### src/rtl/neuron_term_feeder_pkg.sv
// Shared definitions for the neuron term feeder: fixed-point defaults,
// controller state encoding and saturation limits.
package neuron_term_feeder_pkg;

    localparam int DEF_N = 10;
    localparam int DEF_Q = 9;

    typedef enum logic [2:0] {
        ST_IDLE  = 3'd0,
        ST_CLEAR = 3'd1,
        ST_FETCH = 3'd2,
        ST_DRAIN = 3'd3,
        ST_DONE  = 3'd4
    } state_e;

    localparam logic [DEF_N-1:0] SAT_MAX = {1'b0, {(DEF_N-1){1'b1}}};
    localparam logic [DEF_N-1:0] SAT_MIN = {1'b1, {(DEF_N-1){1'b0}}};

    // Largest positive N-bit value expressed at product width
    function automatic logic signed [63:0] sat_hi(input int n);
        logic signed [63:0] v;
        v = (64'sd1 <<< (n - 1)) - 64'sd1;
        return v;
    endfunction

    // Most negative N-bit value expressed at product width
    function automatic logic signed [63:0] sat_lo(input int n);
        logic signed [63:0] v;
        v = -(64'sd1 <<< (n - 1));
        return v;
    endfunction

endpackage

### src/rtl/neuron_term_feeder_fx_mul_sat.sv
// Combinational signed fixed-point multiply: full-width product, arithmetic
// shift by Q (floor), then clamp into the N-bit signed range.
module fx_mul_sat
    import neuron_term_feeder_pkg::*;
#(
    parameter int N = DEF_N,
    parameter int Q = DEF_Q
)(
    input  logic signed [N-1:0] a,
    input  logic signed [N-1:0] b,
    output logic signed [N-1:0] y
);

    localparam int PW = 2 * N;
    localparam logic signed [63:0] HI64 = sat_hi(N);
    localparam logic signed [63:0] LO64 = sat_lo(N);
    localparam logic signed [PW-1:0] HI = HI64[PW-1:0];
    localparam logic signed [PW-1:0] LO = LO64[PW-1:0];

    logic signed [PW-1:0] prod_s;
    logic signed [PW-1:0] shift_s;

    // Multiply, scale back to Q fractional bits and saturate
    always_comb begin
        prod_s  = PW'(a) * PW'(b);
        shift_s = prod_s >>> Q;
        if (shift_s > HI) begin
            y = {1'b0, {(N-1){1'b1}}};
        end else if (shift_s < LO) begin
            y = {1'b1, {(N-1){1'b0}}};
        end else begin
            y = shift_s[N-1:0];
        end
    end

endmodule

### src/rtl/neuron_term_feeder.sv
// Sequences one dot product: clears the downstream accumulator, streams
// addresses 0..LEN-1 and emits one saturated x*w term per cycle.
module neuron_term_feeder
    import neuron_term_feeder_pkg::*;
#(
    parameter int  N   = DEF_N,
    parameter int  Q   = DEF_Q,
    parameter int  LEN = 8,
    localparam int AW  = $clog2(LEN)
)(
    input  logic                 clk,
    input  logic                 rst,
    input  logic                 start,
    output logic [AW-1:0]        x_addr,
    input  logic signed [N-1:0]  x_data,
    output logic [AW-1:0]        w_addr,
    input  logic signed [N-1:0]  w_data,
    output logic signed [N-1:0]  term,
    output logic                 add,
    output logic                 acc_rst,
    output logic                 busy,
    output logic                 done
);

    localparam logic [AW-1:0] LAST_ADDR = AW'(LEN - 1);

    state_e              state_r;
    state_e              state_s;
    logic [AW-1:0]       addr_r;
    logic                data_v_r;
    logic signed [N-1:0] prod_s;
    logic signed [N-1:0] term_r;
    logic                add_r;
    logic                acc_rst_r;
    logic                busy_r;
    logic                done_r;

    fx_mul_sat #(
        .N (N),
        .Q (Q)
    ) u_mul (
        .a (x_data),
        .b (w_data),
        .y (prod_s)
    );

    // Next-state selection; start only matters while idle
    always_comb begin
        state_s = state_r;
        case (state_r)
            ST_IDLE: begin
                if (start) begin
                    state_s = ST_CLEAR;
                end else begin
                    state_s = ST_IDLE;
                end
            end
            ST_CLEAR: state_s = ST_FETCH;
            ST_FETCH: begin
                if (addr_r == LAST_ADDR) begin
                    state_s = ST_DRAIN;
                end else begin
                    state_s = ST_FETCH;
                end
            end
            ST_DRAIN: state_s = ST_DONE;
            ST_DONE:  state_s = ST_IDLE;
            default:  state_s = ST_IDLE;
        endcase
    end

    // State, address and output registers; data_v_r marks memory data valid this cycle
    always_ff @(posedge clk) begin
        if (rst) begin
            state_r   <= ST_IDLE;
            addr_r    <= {AW{1'b0}};
            data_v_r  <= 1'b0;
            term_r    <= {N{1'b0}};
            add_r     <= 1'b0;
            acc_rst_r <= 1'b0;
            busy_r    <= 1'b0;
            done_r    <= 1'b0;
        end else begin
            state_r   <= state_s;
            acc_rst_r <= (state_r == ST_IDLE) && start;
            data_v_r  <= (state_r == ST_CLEAR) || (state_r == ST_FETCH);
            add_r     <= data_v_r;
            done_r    <= (state_r == ST_DONE);
            busy_r    <= (state_s != ST_IDLE);
            if (data_v_r) begin
                term_r <= prod_s;
            end else begin
                term_r <= term_r;
            end
            // Address parks at zero when idle and never wraps past the last element
            if ((state_r == ST_IDLE) || (state_r == ST_DONE)) begin
                addr_r <= {AW{1'b0}};
            end else if (((state_r == ST_CLEAR) || (state_r == ST_FETCH)) &&
                         (addr_r != LAST_ADDR)) begin
                addr_r <= addr_r + AW'(1);
            end else begin
                addr_r <= addr_r;
            end
        end
    end

    assign x_addr  = addr_r;
    assign w_addr  = addr_r;
    assign term    = term_r;
    assign add     = add_r;
    assign acc_rst = acc_rst_r;
    assign busy    = busy_r;
    assign done    = done_r;

endmodule

### config.mk
export PLATFORM = sky130hd
export DESIGN_NAME = neuron_term_feeder
export DESIGN_NICKNAME = d
export VERILOG_FILES = /design/src/rtl/neuron_term_feeder_pkg.sv /design/src/rtl/neuron_term_feeder_fx_mul_sat.sv /design/src/rtl/neuron_term_feeder.sv
export SDC_FILE = /design/constraint.sdc
export NUM_CORES = 1
export LEC_CHECK = 0
export ABC_AREA = 1
export CORE_MARGIN = 2
export CORE_UTILIZATION = 45
export DETAILED_ROUTE_END_ITERATION = 12
export DONT_BUFFER_PORTS = 1
export PLACE_DENSITY_LB_ADDON = 0.05
export SLEW_MARGIN = 30
export SYNTH_ARGS = -nofsm -noshare
export SYNTH_HDL_FRONTEND = slang
export SYNTH_SLANG_ARGS = --single-unit
### constraint.sdc
create_clock -name clk -period 13.2 [get_ports clk]
set_input_delay 1.32 -clock clk [delete_from_list [all_inputs] [get_ports clk]]
set_output_delay 1.32 -clock clk [all_outputs]
set_load 0.02 [all_outputs]
==> results.py, run 1 <==
metrics = {
    "status": {
        "status": "finished, final reports clean",
    },
    "detailed_routing": {
        "wl_per_cell_um": 12.9,
        "vias_per_cell": 4.86,
        "remaining_drc_errors": 0,
        "detailroute.via_count": 3872,
        "route.antenna.remaining_nets": 0,
        "dr.pass1.iters": 4,
        "drt-initial-drc-count": 224,
        "postRouteWirelength_mm": 10.3,
    },
    "clocking": {
        "root_buffer": "sky130_fd_sc_hd__clkbuf_8",
        "cts-hold-fix-buffers": 0,
        "post_cts.repair.setup_buffers": 0,
        "max-clock-path-buffers": 2,
        "clock_latency_ps": 260,
        "ctsResizeCount": 0,
        "cts_tree": "yes",
        "cts_sinks": 20,
        "htree_levels": 1,
        "numCtsBuffers": 3,
        "clk_pin_slew_worst_paths_ps": 80,
    },
    "sta": {
        "hold_viol": 0,
        "tightest_slew_ps": 487,
        "finalMaxSlewViolations": 0,
        "finalCritPeriodShare_pct": 45.9,
        "finalCriticalPeriod_ps": 6050,
        "report.final.setup_viol": 0,
        "worst_clock_skew_ps": 6.30,
        "unrepaired_setup_endpoints_after_global_routing": "false",
        "max_freq_mhz": 165,
        "setup_tns_ps": 0,
        "timing.slew.headroom_pct": 67.5,
        "layout_setup_ws_ps": 7150,
    },
    "power_and_ir_drop": {
        "power_density_mw_per_mm2": 255,
        "max-vdd-ir-drop_uv": 128,
        "total_leakage_power_nw": 3.09,
    },
    "finish": {
        "most_used_cells_in_the_layout_excluding_fill_and_tap_cells": "188 x sky130_fd_sc_hd__inv_1, 186 x sky130_fd_sc_hd__nand2_1, 90 x sky130_fd_sc_hd__fa_1",
        "layout_commonest_cell": "sky130_fd_sc_hd__inv_1",
        "layout.filler_cells": 1132,
        "areaGrowthSynthToFinish_pct": 2.12,
        "ratio_of_cells_with_drive_above_1_in_the_final_layout_pct": 3.04,
        "insertedDiodeCount": 0,
        "fin_nets": 819,
    },
    "critical_path": {
        "crit_arrival_ps": 6190,
        "critPathLaunchType": "primary input",
        "critical_path.endpoint_type": "flop",
        "cp_data_required_time_ps": 13340,
        "cp_max_fo": 11,
        "critical_path.startpoint": "w_data[9]",
        "critPathKind": "in2reg",
        "reg2reg_from": "w_addr[0]",
    },
    "logic_synthesis": {
        "synthesis.yosys.warnings": 0,
        "synthesis.nets": 839,
        "synth_area_per_cell_um2": 7.38,
        "synth_seq_area_share_pct": 8.00,
        "post_synthesis_register_bit_count": 20,
        "mappedNetlistArea_mm2": 0.00500,
        "synth_cells": 678,
        "synth_cell_type_count": 29,
    },
    "placement": {
        "post-dp-hpwl_mm": 8.98,
        "gp_congestion": 0.811,
        "buffer_ports.inserted": 0,
        "preCtsSetupSlack_ps": 6840,
    },
    "global_route": {
        "initial_antenna_violation_count": 0,
        "grt_start_max_net_pins": 15,
        "number_of_global_route_vias_before_repair": 4203,
        "grt-ovfl-total": 0,
        "grt_pass1_wl_mm": 18.6,
        "track_usage_pct": 19.4,
    },
    "floorplanning": {
        "die_area_mm2": 0.0120,
        "rows": 38,
        "fp.coreArea_mm2": 0.0108,
        "chipHeight_um": 109,
        "start_util_pct": 46.2,
        "die-width_um": 109,
        "pin_count": 43,
    },
    "job": {
        "maxCapViolCount": 0,
    },
    "hold_path": {
        "hp-start": "state_r[2]",
        "worst_hold_check_path_type": "reg2reg",
    },
}
-- state kept, by name, summed over array words and instances, names as in the netlist --
name and cells:
data_v_r 1, add 1, busy 1, done 1, w_addr 3, acc_rst 1
term 10, state_r 2
-- routing by layer --
metal	vias up	track usage, %	wire length (um)
met5	-	0	0
met4	0	2.17	104
met3	10	3.14	558
met2	84	37.3	5560
met1	1860	23.3	4080
li1	1918	-	-
-- kinds of logic after synthesis --
kind of cell	synth area share, %
fa+ha+maj	48.0
buf+inv	16.6
compound gates	5.55
simple gates	20.5
flops	8.00
xor+xnor	1.40
-- cell type report --
class	count	area, um2	share of cell area, %
well taps	140	175	3.43
inverters	188	706	13.8
flip-flops and latches	20	400	7.83
clock buffers	4	55.1	1.08
multi-input cells	445	3770	73.9
-- critical path, cell delays in order --
cell,delay [ps]
sky130_fd_sc_hd__inv_1,160
sky130_fd_sc_hd__or2_2,350
sky130_fd_sc_hd__fa_1,510
sky130_fd_sc_hd__fa_1,540
sky130_fd_sc_hd__inv_1,50
sky130_fd_sc_hd__fa_1,500
sky130_fd_sc_hd__fa_1,540
sky130_fd_sc_hd__inv_1,50
sky130_fd_sc_hd__fa_1,520
sky130_fd_sc_hd__inv_1,40
sky130_fd_sc_hd__ha_1,340
sky130_fd_sc_hd__nand2_1,120
sky130_fd_sc_hd__inv_1,60
sky130_fd_sc_hd__nand2_1,60
sky130_fd_sc_hd__nand2_1,40
sky130_fd_sc_hd__inv_1,60
sky130_fd_sc_hd__nor2_1,40
sky130_fd_sc_hd__nor2_1,80
sky130_fd_sc_hd__nand2_1,100
sky130_fd_sc_hd__nand2_2,80
sky130_fd_sc_hd__nand2_1,70
sky130_fd_sc_hd__nand2_1,90
sky130_fd_sc_hd__nand2_2,70
sky130_fd_sc_hd__a21oi_4,270
sky130_fd_sc_hd__a21oi_1,100
-- cells in the mapped netlist --
master | instances | area share, %
sky130_fd_sc_hd__nor2_2 | 1 | 0.13
sky130_fd_sc_hd__a211oi_1 | 2 | 0.30
sky130_fd_sc_hd__fa_1 | 90 | 36
sky130_fd_sc_hd__a21oi_2 | 1 | 0.18
sky130_fd_sc_hd__xnor2_1 | 1 | 0.18
sky130_fd_sc_hd__clkbuf_1 | 18 | 1.3
sky130_fd_sc_hd__ha_1 | 48 | 12
sky130_fd_sc_hd__nand4_1 | 2 | 0.25
sky130_fd_sc_hd__nand3_1 | 11 | 1.1
sky130_fd_sc_hd__dfxtp_1 | 20 | 8.0
sky130_fd_sc_hd__nor4_1 | 2 | 0.25
sky130_fd_sc_hd__nand2_2 | 8 | 1.0
sky130_fd_sc_hd__inv_1 | 188 | 14
sky130_fd_sc_hd__nand3b_1 | 2 | 0.30
sky130_fd_sc_hd__buf_4 | 6 | 0.90
sky130_fd_sc_hd__o21ai_0 | 16 | 1.6
sky130_fd_sc_hd__o31ai_1 | 1 | 0.15
sky130_fd_sc_hd__xor2_1 | 7 | 1.2
sky130_fd_sc_hd__a21oi_1 | 24 | 2.4
sky130_fd_sc_hd__o211ai_1 | 1 | 0.15
sky130_fd_sc_hd__buf_6 | 1 | 0.22
sky130_fd_sc_hd__o21bai_1 | 3 | 0.45
sky130_fd_sc_hd__nor3b_1 | 2 | 0.30
sky130_fd_sc_hd__nand2_4 | 1 | 0.22
sky130_fd_sc_hd__or2_2 | 4 | 0.50
sky130_fd_sc_hd__nand2_1 | 186 | 14
sky130_fd_sc_hd__a21oi_4 | 1 | 0.33
sky130_fd_sc_hd__nor3_1 | 6 | 0.60
sky130_fd_sc_hd__nor2_1 | 25 | 1.9
-- report_power, final --
part,internal (mW),leakage [nW],switching [mW]
Sequential,0.0692,0.164,0.0165
Clock,0.0265,0.0288,0.0198
Combinational,0.433,2.90,0.740
-- per-stage QoR --
stage          std cells  hold WS [ps]  instance area, um2  utilization [%]  total power [mW]
4_1_cts              797           455                5110             47.1              1.33
5_1_grt              797           490                5110             47.1              1.52
3_3_place_gp         793           441                5060             46.6              1.27
6_report             797           452                5110             47.1              1.31
3_5_place_dp         793           442                5060             46.6              1.28
2_1_floorplan        678           421                5000                -              1.04
-- path summary, 6_finish.rpt --
check                     to  slack, ps  cells after the start
setup / recovery     term[6]       7150                     25
hold / removal    state_r[2]        450                      1
setup reg to reg   w_addr[0]      11480                      6
hold reg to reg   state_r[2]        450                      1
Power figures use the tool's default switching activity.
==> run 2, diff against run 1 <==
==> constraint.sdc (replaced) <==
create_clock -name clk -period 5.08 [get_ports clk]
set_input_delay 0.508 -clock clk [delete_from_list [all_inputs] [get_ports clk]]
set_output_delay 0.508 -clock clk [all_outputs]
set_load 0.02 [all_outputs]
==> results.py, run 2 (synthesis gave the netlist of run 1 again) <==
metrics = {
    "critical_path": {
        "critical_path.endpoint_type": "flop",
        "critPathKind": "in2reg",
        "reg2reg_from": "w_addr[0]",
        "critPathLaunchType": "primary input",
        "cp_max_fo": 6,
        "cp_data_required_time_ps": 5210,
        "critical_path.startpoint": "w_data[9]",
        "crit_arrival_ps": 4990,
    },
    "floorplanning": {
        "pin_count": 43,
        "fp.coreArea_mm2": 0.0108,
        "die-width_um": 109,
        "start_util_pct": 46.2,
        "chipHeight_um": 109,
        "die_area_mm2": 0.0120,
        "rows": 38,
    },
    "detailed_routing": {
        "dr.pass1.iters": 4,
        "vias_per_cell": 4.86,
        "detailroute.via_count": 4032,
        "drt-initial-drc-count": 224,
        "remaining_drc_errors": 0,
        "postRouteWirelength_mm": 10.9,
        "route.antenna.remaining_nets": 0,
        "wl_per_cell_um": 13.2,
    },
    "placement": {
        "gp_congestion": 0.822,
        "post-dp-hpwl_mm": 9.41,
        "placedCellCount": 822,
        "buffer_ports.inserted": 0,
    },
    "status": {
        "status": "finished, final reports clean",
    },
    "sta": {
        "timing.slew.headroom_pct": 68.2,
        "report.final.setup_viol": 0,
        "finalMaxSlewViolations": 0,
        "worst_clock_skew_ps": 7.20,
        "finalCritPeriodShare_pct": 95.6,
        "tightest_slew_ps": 476,
        "max_freq_mhz": 206,
        "hold_viol": 0,
        "finalCriticalPeriod_ps": 4860,
    },
    "clocking": {
        "cts_sinks": 20,
        "htree_levels": 1,
        "max-clock-path-buffers": 2,
        "cts-hold-fix-buffers": 0,
        "clk_pin_slew_worst_paths_ps": 70,
        "cts_tree": "yes",
        "root_buffer": "sky130_fd_sc_hd__clkbuf_8",
        "numCtsBuffers": 3,
        "clock_latency_ps": 250,
    },
    "global_route": {
        "initial_antenna_violation_count": 0,
        "grt_start_max_net_pins": 15,
        "number_of_global_route_vias_before_repair": 4275,
        "grt_pass1_wl_mm": 18.6,
        "track_usage_pct": 19.4,
        "grt-ovfl-total": 0,
    },
    "finish": {
        "ratio_of_cells_with_drive_above_1_in_the_final_layout_pct": 13.3,
        "layout_commonest_cell": "sky130_fd_sc_hd__inv_1",
        "final-instance-count-excl-fill": 830,
        "fin_nets": 853,
        "flip_flop_count_of_the_largest_register_all_copies_and_words_added": 10,
        "insertedDiodeCount": 0,
        "most_used_cells_in_the_layout_excluding_fill_and_tap_cells": "185 x sky130_fd_sc_hd__inv_1, 183 x sky130_fd_sc_hd__nand2_1, 89 x sky130_fd_sc_hd__fa_1",
        "areaGrowthSynthToFinish_pct": 12.0,
        "layout.filler_cells": 1136,
    },
    "hold_path": {
        "worst_hold_check_path_type": "in2reg",
        "hp-start": "rst",
    },
    "job": {
        "maxCapViolCount": 0,
    },
}
-- run 2: cell types whose count changed in the layout (fill, tap and decap cells not counted), moves of 9 or more --
cell / before / now
sky130_fd_sc_hd__buf_4: 0 / 31
sky130_fd_sc_hd__a21oi_1: 24 / 10
sky130_fd_sc_hd__a21oi_2: 1 / 13
sky130_fd_sc_hd__ha_1: 48 / 39
sky130_fd_sc_hd__ha_4: 0 / 9
-- run 2: what timing repair did --
action / CTS / global route
gates resized for setup: 0 / 42
hold endpoints to repair: 0 / 0
setup endpoints to repair: 0 / 10
buffers inserted: 0 / 4
-- run 2: cell type report --
| type | instances | area, um2 | area share (%) |
|---|---|---|---|
| Tap cell | 140 | 175 | 3.13 |
| Inverter | 188 | 712 | 12.7 |
| Sequential cell | 20 | 400 | 7.14 |
| Timing Repair Buffer | 33 | 255 | 4.55 |
| Clock buffer | 3 | 41.3 | 0.737 |
| Multi-Input combinational cell | 446 | 4020 | 71.7 |
-- run 2: final timing paths --
check / end / slack, ps / cells after the start
max: term[0] / 220 / 21
min: state_r[2] / 320 / 1
max reg2reg: w_addr[0] / 3360 / 6
min reg2reg: state_r[2] / 460 / 1
-- run 2: routing by layer --
metal,track usage [%],up-vias,wire length (um)
met5,0,-,0
met4,2.17,0,93
met3,2.02,8,297
met2,37.4,60,5760
met1,23.8,1975,4770
li1,-,1989,-
-- run 2: stage by stage --
| step | cell area (um2) | utilization (%) | setup slack (ps) | TNS, ps | hold WS (ps) |
|---|---|---|---|---|---|
| floorplan | 5040 | - | 2.76 | 0 | 421 |
| global placement | 5300 | 48.9 | -162 | -1520 | 444 |
| detailed placement | 5300 | 48.9 | -218 | -2070 | 447 |
| CTS | 5340 | 49.3 | 42.4 | 0 | 316 |
| global route | 5600 | 51.7 | -33.7 | -98.9 | 305 |
| finish | 5600 | 51.7 | 222 | 0 | 317 |
-- run 2: worst max-delay path, stage by stage --
cell	delay [ps]
sky130_fd_sc_hd__clkinvlp_4	150
sky130_fd_sc_hd__buf_6	170
sky130_fd_sc_hd__buf_4	140
sky130_fd_sc_hd__or2_2	280
sky130_fd_sc_hd__fa_1	480
sky130_fd_sc_hd__inv_1	50
sky130_fd_sc_hd__fa_1	490
sky130_fd_sc_hd__inv_1	50
sky130_fd_sc_hd__fa_1	490
sky130_fd_sc_hd__fa_1	430
sky130_fd_sc_hd__fa_1	490
sky130_fd_sc_hd__inv_1	60
sky130_fd_sc_hd__ha_4	250
sky130_fd_sc_hd__inv_4	70
sky130_fd_sc_hd__o21bai_4	80
sky130_fd_sc_hd__a21oi_4	170
sky130_fd_sc_hd__nand2_1	90
sky130_fd_sc_hd__nand2_1	80
sky130_fd_sc_hd__nand2_2	110
sky130_fd_sc_hd__a21oi_4	260
sky130_fd_sc_hd__a21oi_2	80
Power of run 2 is left out: the tool's default activity adds up to more than one toggle a clock period on the data nets, which glitch-free logic cannot reach.
==> run 3, diff against run 2 <==
--- a/config.mk
+++ b/config.mk
@@ -11,6 +11,7 @@
 export DETAILED_ROUTE_END_ITERATION = 12
 export DONT_BUFFER_PORTS = 1
 export PLACE_DENSITY_LB_ADDON = 0.05
+export SETUP_SLACK_MARGIN = 0.5
 export SLEW_MARGIN = 30
 export SYNTH_ARGS = -nofsm -noshare
 export SYNTH_HDL_FRONTEND = slang
==> results.py, run 3 (synthesis gave the netlist of run 1 again) <==
metrics = {
    "status": {
        "status": "finished, final reports clean",
    },
    "detailed_routing": {
        "wl_per_cell_um": 13.7,
        "met3WireLength_um": 370,
        "dr.pass1.iters": 5,
        "drt-initial-drc-count": 184,
        "route.antenna.remaining_nets": 0,
        "vias_per_cell": 4.94,
        "met2_routed_wl_mm": 5.83,
        "remaining_drc_errors": 0,
        "detailroute.via_count": 3950,
        "met1Wirelength_mm": 4.72,
        "topRoutingLayerUsed": "met4",
        "postRouteWirelength_mm": 11.0,
    },
    "global_route": {
        "track_usage_pct": 20.2,
        "initial_antenna_violation_count": 0,
        "grt-ovfl-total": 0,
        "grt_start_max_net_pins": 15,
        "number_of_global_route_vias_before_repair": 4282,
        "grt_pass1_wl_mm": 19.3,
    },
    "finish": {
        "insertedDiodeCount": 0,
        "flip_flop_count_of_the_largest_register_all_copies_and_words_added": 10,
        "areaGrowthSynthToFinish_pct": 10.2,
        "layout.filler_cells": 1075,
        "layout_commonest_cell": "sky130_fd_sc_hd__inv_1",
        "fin_nets": 823,
        "area_of_the_multi_input_gates_mm2": 0.00417,
        "ratio_of_cells_with_drive_above_1_in_the_final_layout_pct": 15.8,
        "most_used_cells_in_the_layout_excluding_fill_and_tap_cells": "169 x sky130_fd_sc_hd__inv_1, 161 x sky130_fd_sc_hd__nand2_1, 87 x sky130_fd_sc_hd__fa_1",
        "layout.area.seq_um2": 400,
    },
    "clocking": {
        "htree_levels": 1,
        "clk_pin_slew_worst_paths_ps": 70,
        "cts_sinks": 20,
        "root_buffer": "sky130_fd_sc_hd__clkbuf_8",
        "numCtsBuffers": 3,
        "cts_tree": "yes",
        "cts-hold-fix-buffers": 0,
        "max-clock-path-buffers": 2,
        "clock_latency_ps": 250,
    },
    "floorplanning": {
        "die-width_um": 109,
        "start_util_pct": 46.2,
        "rows": 38,
        "chipHeight_um": 109,
        "die_area_mm2": 0.0120,
        "pin_count": 43,
        "fp.coreArea_mm2": 0.0108,
    },
    "placement": {
        "buffer_ports.inserted": 0,
        "gp_congestion": 0.832,
        "post-dp-hpwl_mm": 9.39,
    },
    "critical_path": {
        "cp_data_required_time_ps": 5210,
        "cp_max_fo": 6,
        "critPathKind": "in2reg",
        "critical_path.endpoint_type": "flop",
        "crit_arrival_ps": 4820,
        "critPathLaunchType": "primary input",
    },
    "sta": {
        "unrepaired_setup_endpoints_after_global_routing": "true",
        "whs_ps": 323,
        "hold_viol": 0,
        "tightest_slew_ps": 477,
        "report.final.setup_viol": 0,
        "finalCriticalPeriod_ps": 4690,
        "finalMaxSlewViolations": 0,
        "timing.slew.headroom_pct": 68.2,
        "max_freq_mhz": 213,
        "setup_tns_ps": 0,
        "finalCritPeriodShare_pct": 92.3,
        "worst_clock_skew_ps": 1.52,
    },
    "job": {
        "maxCapViolCount": 0,
    },
    "hold_path": {
        "worst_hold_check_path_type": "in2reg",
    },
}
[run 3: timing repair]
| action | 4_1_cts | 5_1_grt |
|---|---|---|
| gates cloned | 2 | 0 |
| endpoints found under the setup margin | 10 | 10 |
| buffers inserted | 1 | 1 |
| pin swaps | 2 | 18 |
| gates resized for setup | 4 | 23 |
[run 3: area by class of cell]
class | count | area share, %
Tap cell | 140 | 3.18
Sequential cell | 20 | 7.26
Timing Repair Buffer | 2 | 0.272
Clock buffer | 3 | 0.748
Multi-Input combinational cell | 446 | 75.6
Inverter | 188 | 12.9
Timing Repair inverter | 1 | 0.136
[run 3: through the flow]
step / util [%] / instance area [um2] / instances / setup slack, ps
after detailed placement: 49.2 / 5340 / 793 / 0.691
after global placement: 49.2 / 5340 / 793 / 54.6
final: 50.9 / 5520 / 800 / 391
after global routing: 50.9 / 5520 / 800 / 196
after floorplan: - / 5480 / 678 / 375
after CTS: 50.0 / 5420 / 799 / 432
[run 3: worst max-delay path, stage by stage]
cell                         delay (ps)
sky130_fd_sc_hd__clkinvlp_4         130
sky130_fd_sc_hd__or2_4              270
sky130_fd_sc_hd__fa_1               490
sky130_fd_sc_hd__fa_1               410
sky130_fd_sc_hd__inv_1               80
sky130_fd_sc_hd__fa_2               430
sky130_fd_sc_hd__fa_1               490
sky130_fd_sc_hd__inv_1               50
sky130_fd_sc_hd__fa_1               480
sky130_fd_sc_hd__inv_2               40
sky130_fd_sc_hd__ha_4               240
sky130_fd_sc_hd__nand2_4             80
sky130_fd_sc_hd__inv_2               40
sky130_fd_sc_hd__nand2_2             50
sky130_fd_sc_hd__nand2_1             40
sky130_fd_sc_hd__inv_1               60
sky130_fd_sc_hd__nor2_1              40
sky130_fd_sc_hd__nor2_1             110
sky130_fd_sc_hd__nand2_2             90
sky130_fd_sc_hd__nand2_4             90
sky130_fd_sc_hd__nand2_2             70
sky130_fd_sc_hd__nand2_2            100
sky130_fd_sc_hd__nand2_4             70
sky130_fd_sc_hd__a21oi_4            240
sky130_fd_sc_hd__a21oi_1            100
[run 3: worst paths after layout]
check / slack (ps) / cells after the start / startpoint / endpoint
max: 390 / 25 / w_data[9] / term[6]
max reg2reg: 3370 / 6 / w_addr[0] / w_addr[0]
min: 320 / 1 / rst / add
min reg2reg: 470 / 1 / state_r[2] / state_r[2]
[run 3: layer usage]
layer,vias up,global-route usage [%]
li1,1928,-
met2,64,38.7
met4,0,2.08
met5,-,0
met1,1952,25.2
met3,6,2.13
Power of run 3 is left out for the same reason.
